`config.mk`:
```
export PLATFORM = sky130hd
export DESIGN_NAME = uart_tx_stream
export DESIGN_NICKNAME = d
export VERILOG_FILES = /design/src/rtl/uart_pkg.sv /design/src/rtl/uart_bit_timer.sv /design/src/rtl/uart_tx_stream.sv
export SDC_FILE = /design/constraint.sdc
export NUM_CORES = 1
export LEC_CHECK = 0
export CORE_ASPECT_RATIO = 0.9
export CORE_MARGIN = 2
export CORE_UTILIZATION = 55
export DETAILED_ROUTE_END_ITERATION = 7
export PLACE_DENSITY_LB_ADDON = 0.1
export SYNTH_ARGS = -nofsm -noshare
export SYNTH_HDL_FRONTEND = slang
export SYNTH_SLANG_ARGS = --single-unit
```
`constraint.sdc`:
```
create_clock -name clock -period 1.93 [get_ports clock]
set_input_delay 0.4825 -clock clock [delete_from_list [all_inputs] [get_ports clock]]
set_output_delay 0.4825 -clock clock [all_outputs]
set_load 0.05 [all_outputs]
```
`src/rtl/uart_pkg.sv`:
```
// uart_pkg: UART state encoding and frame constants
// shared by the TX path and a future RX path
package uart_pkg;

  typedef enum logic [1:0] {
    UART_TX_IDLE,
    UART_TX_START,
    UART_TX_DATA,
    UART_TX_STOP
  } uart_tx_state_t;

  localparam int UART_DATA_BITS = 8;

endpackage

```
`src/rtl/uart_bit_timer.sv`:
```
// uart_bit_timer: bit-period counter; ports clock, reset_n, enable in,
// tick out (one cycle, last cycle of each bit period); count held 0 when idle
module uart_bit_timer #(
  parameter int CLOCKS_PER_BIT = 234
) (
  input  logic clock,
  input  logic reset_n,
  input  logic enable,
  output logic tick
);

  localparam int W = $clog2(CLOCKS_PER_BIT);
  localparam logic [W-1:0] LAST = W'(CLOCKS_PER_BIT - 1);

  logic [W-1:0] r_count;
  logic         w_last;

  assign w_last = (r_count == LAST);
  assign tick   = enable && w_last;

  always_ff @(posedge clock or negedge reset_n) begin
    if (!reset_n) begin
      r_count <= '0;
    end else if (!enable || w_last) begin
      r_count <= '0;
    end else begin
      r_count <= r_count + 1'b1;
    end
  end

endmodule

```
`src/rtl/uart_tx_stream.sv`:
```
// uart_tx_stream: valid/ready byte stream to 8N1 UART line
// in: clock, reset_n, valid, data[7:0]; out: ready, txd, busy (all registered)
module uart_tx_stream
  import uart_pkg::*;
#(
  parameter int CLOCKS_PER_BIT = 234
) (
  input  logic       clock,
  input  logic       reset_n,
  input  logic       valid,
  output logic       ready,
  input  logic [7:0] data,
  output logic       txd,
  output logic       busy
);

  localparam logic [2:0] LAST_IDX = 3'(UART_DATA_BITS - 1);

  uart_tx_state_t r_state;
  logic [7:0]     r_shift;
  logic [2:0]     r_idx;
  logic           r_txd;
  logic           r_ready;
  logic           r_busy;
  logic           w_tick;
  logic           w_hs;
  logic           w_en;

  assign w_hs  = valid && r_ready;
  assign w_en  = (r_state != UART_TX_IDLE);
  assign ready = r_ready;
  assign txd   = r_txd;
  assign busy  = r_busy;

  uart_bit_timer #(
    .CLOCKS_PER_BIT(CLOCKS_PER_BIT)
  ) u_timer (
    .clock  (clock),
    .reset_n(reset_n),
    .enable (w_en),
    .tick   (w_tick)
  );

  // txd is computed one edge ahead so the pin itself is a flop
  always_ff @(posedge clock or negedge reset_n) begin
    if (!reset_n) begin
      r_state <= UART_TX_IDLE;
      r_shift <= '0;
      r_idx   <= '0;
      r_txd   <= 1'b1;
      r_ready <= 1'b0;
      r_busy  <= 1'b0;
    end else begin
      unique case (r_state)
        UART_TX_IDLE: begin
          r_txd <= 1'b1;
          if (w_hs) begin
            r_state <= UART_TX_START;
            r_shift <= data;
            r_idx   <= '0;
            r_txd   <= 1'b0;
            r_ready <= 1'b0;
            r_busy  <= 1'b1;
          end else begin
            r_ready <= 1'b1;
          end
        end
        UART_TX_START: begin
          if (w_tick) begin
            r_state <= UART_TX_DATA;
            r_txd   <= r_shift[0];
          end
        end
        UART_TX_DATA: begin
          if (w_tick) begin
            if (r_idx == LAST_IDX) begin
              r_state <= UART_TX_STOP;
              r_txd   <= 1'b1;
            end else begin
              r_shift <= r_shift >> 1;
              r_txd   <= r_shift[1];
              r_idx   <= r_idx + 1'b1;
            end
          end
        end
        UART_TX_STOP: begin
          if (w_tick) begin
            r_state <= UART_TX_IDLE;
            r_ready <= 1'b1;
            r_busy  <= 1'b0;
          end
        end
        default: begin
          r_state <= UART_TX_IDLE;
        end
      endcase
    end
  end

endmodule

```
==> reports/qor.csv <==
metric;value;unit
outcome;complete, no violations;
mux contribution to synthesized area;0.181;
Synth Area per Inst;11.8;sq um
DR WL/cell;14.8;um
Port Buffers;13;
CP endpoint kind;flop;
worst hold-check path type;in -> async;
DRT Pass-1 Iters;4;
min cycle time layout;1820;ps
DRT antenna net count;0;
Worst-Skew Late Latency;310;ps
Clock Skews;10.2;ps
WL final;2.38;mm
Overall Global Routing Usage;0.188;
leading post-synthesis cells by cell area;dfrtp_1 (42%), mux2_4 (7.7%), ha_1 (7.4%);
CTS Buffer Depth;2;
register bit total from synthesis;24;
Critical Path RT;2130;ps
initial antenna violation count;0;
Syn Nets;134;
Worst-Margin Slew;473;ps
crit path kind;reg -> reg;
Hold Fails Final Rpt;0;
Hold WS;477;ps
CP startpoint kind;flop;
internal power;647;uW
Slew Limit Headroom;0.684;
Comb power frac;0.058;
Worst IR Drop VDD;384;uV
die height;51.2;um
CTS tree;yes;
Async S/R FF share, synth;1.00;
WP data arrival;2020;ps
Post-synth EDFFs;0;
clock power share;0.318;
Synth Area in XOR/XNOR;0.0387;
cells after synthesis;115;
Compound-Gate Fraction of Synth Area;0.0810;
grt peak-use layer;met2;
Leak;0.000800;uW
I/O pin cnt;14;
Die W;56.4;um
CTS Root Cell;clkbuf_4;
FILL cells;182;
gr ovfl total;0;
routability-driven placement congestion ratio;0.814;
Num Clock Sinks;24;
first-pass GRT wire length;4.17;mm
Max-cap violations;0;
pin count of the biggest net entering global routing;17;
grt met2 use;0.320;
sw frac;0.196;
initial core utilization;0.565;
n_diodes;0;
row count;17;
# setup viols final;0;
register clock-pin slew on the reported worst setup and hold paths;130;ps
final slew viol count;0;
Vias/cell;5.55;
synthesized area;1360;sq um
drc violations;0;
DP HPWL;1.77;mm
Layout Nets;153;
dpl ws;-60.3;ps
highest clock rate;0.549;GHz
largest family of logic cells by synthesized area;multiplexers;
Crit Path Max Fanout;10;
area grow syn2layout;17.9;%
Unique masters post-synth;34;
Final period util;0.944;
register area share after synthesis;0.443;
Synth top cells by count;dfrtp_1 (23), nor2_1 (14), nand2_1 (10);
DR iter-0 viols;18;
vias in the first global route;890;
final worst setup slack;108;ps
CTS Buf Count;3;
met1 Usage GRT;0.243;
die area;2880;sq um
count of warnings emitted by yosys;0;
top-area cell type share of the netlist area;0.424;
Vias;894;
post-synth top area cell;dfrtp_1;
simple-gate share of the synthesized area;0.159;
adder-cell share of the synthesized area;0.0737;
power density cells;503;nW/um^2
CORE AREA;2400;sq um
met3 GRT Util;0.0278;
switching pwr;158;uW
Sequential Power Share;0.624;
top_reg_cell synth;dfrtp_1;
H-Tree Depth;1;
RSZ-0062 raised after global routing;no;
most frequent cell after synthesis;dfrtp_1;
share of layout cells above drive strength 1;0.278;
-- state kept, by name, indices dropped and copies added (netlist names) --
register         cells
txd                  1
ready                1
r_idx                3
r_state              2
r_shift              8
u_timer.r_count      8
busy                 1
-- cell usage in the layout, fill, tap and decap left out, types with 3 or more instances in the layout --
cell,count
nor2_1,14
o21bai_1,3
inv_1,3
clkdlybuf4s50_1,10
clkbuf_4,3
buf_4,6
mux2i_1,4
mux2_2,7
dfrtp_1,23
xnor2_1,4
nand2_1,10
ha_1,6
mux2_4,7
-- power groups by stage --
stage / clock (uW) / sequential, uW / combinational [uW]
6_report: 256 / 503 / 46.4
5_1_grt: 289 / 503 / 51.4
4_1_cts: 273 / 503 / 47.8
3_5_place_dp: 0 / 512 / 47.7
3_3_place_gp: 0 / 512 / 46.4
2_1_floorplan: 0 / 513 / 9.66
-- what timing repair did --
item / 4_1_cts / 5_1_grt
setup endpoints to repair: 7 / 1
hold buffers: 0 / 0
gates resized for setup: 1 / 2
buffers inserted: 1 / 0
endpoints found under the hold margin: 0 / 0
-- layer usage --
| metal | part of all wire | wire length [um] | vias to the layer above |
|---|---|---|---|
| li1 | - | - | 437 |
| met1 | 0.47 | 1110 | 446 |
| met2 | 0.50 | 1190 | 9 |
| met3 | 0.023 | 55 | 2 |
| met4 | 0.0072 | 17 | 0 |
| met5 | 0 | 0 | - |
-- stage by stage --
step	TNS, ps	instance area, sq um	instances	total power [uW]	utilization
after floorplan	0	1360	115	522	-
after global placement	-28.4	1540	156	559	0.640
after detailed placement	-60.3	1540	156	560	0.640
after CTS	0	1600	161	824	0.665
after global routing	0	1600	161	843	0.666
final	0	1600	161	806	0.666
-- path summary, 6_finish.rpt --
path | from | to | slack [ps] | cells past startpoint
min reg2reg | u_timer.r_count[0]$_DFF_PN0_ | u_timer.r_count[0]$_DFF_PN0_ | 490 | 1
max in group asynchronous | reset_n | r_shift[7]$_DFFE_PN0P_ | 1000 | 2
max | r_state[0]$_DFFE_PN0P_ | r_shift[3]$_DFFE_PN0P_ | 110 | 6
min | reset_n | r_state[1]$_DFFE_PN0P_ | 480 | 1
max reg2reg | r_state[0]$_DFFE_PN0P_ | r_shift[3]$_DFFE_PN0P_ | 110 | 6
min in group clock | u_timer.r_count[0]$_DFF_PN0_ | u_timer.r_count[0]$_DFF_PN0_ | 490 | 1
-- layout make-up --
| type | instances | area (sq um) | area share |
|---|---|---|---|
| clock buffers | 4 | 36.3 | 0.0227 |
| inverters | 3 | 11.3 | 0.00703 |
| multi-input cells | 84 | 732 | 0.457 |
| flip-flops and latches | 24 | 602 | 0.376 |
| well taps | 28 | 35.0 | 0.0219 |
| repair buffers | 18 | 185 | 0.116 |
-- worst max-delay path, cell delays in order (launching register included) --
cell and delay (ps):
dfrtp_1 440, inv_1 110, ha_2 330, nand4b_1 200, a21boi_4 190, buf_12 150, mux2_4 290
-- logic make-up (layout without fill, tap and decap cells) --
logic type      count (synthesis)  count (layout)
fa+ha+maj                       8               8
compound gates                 13              13
mux                            20              20
simple gates                   37              37
xor+xnor                        6               6
buf+inv                         7              25
flops                          24              24
No activity file was read; power rests on OpenSTA's default activity.
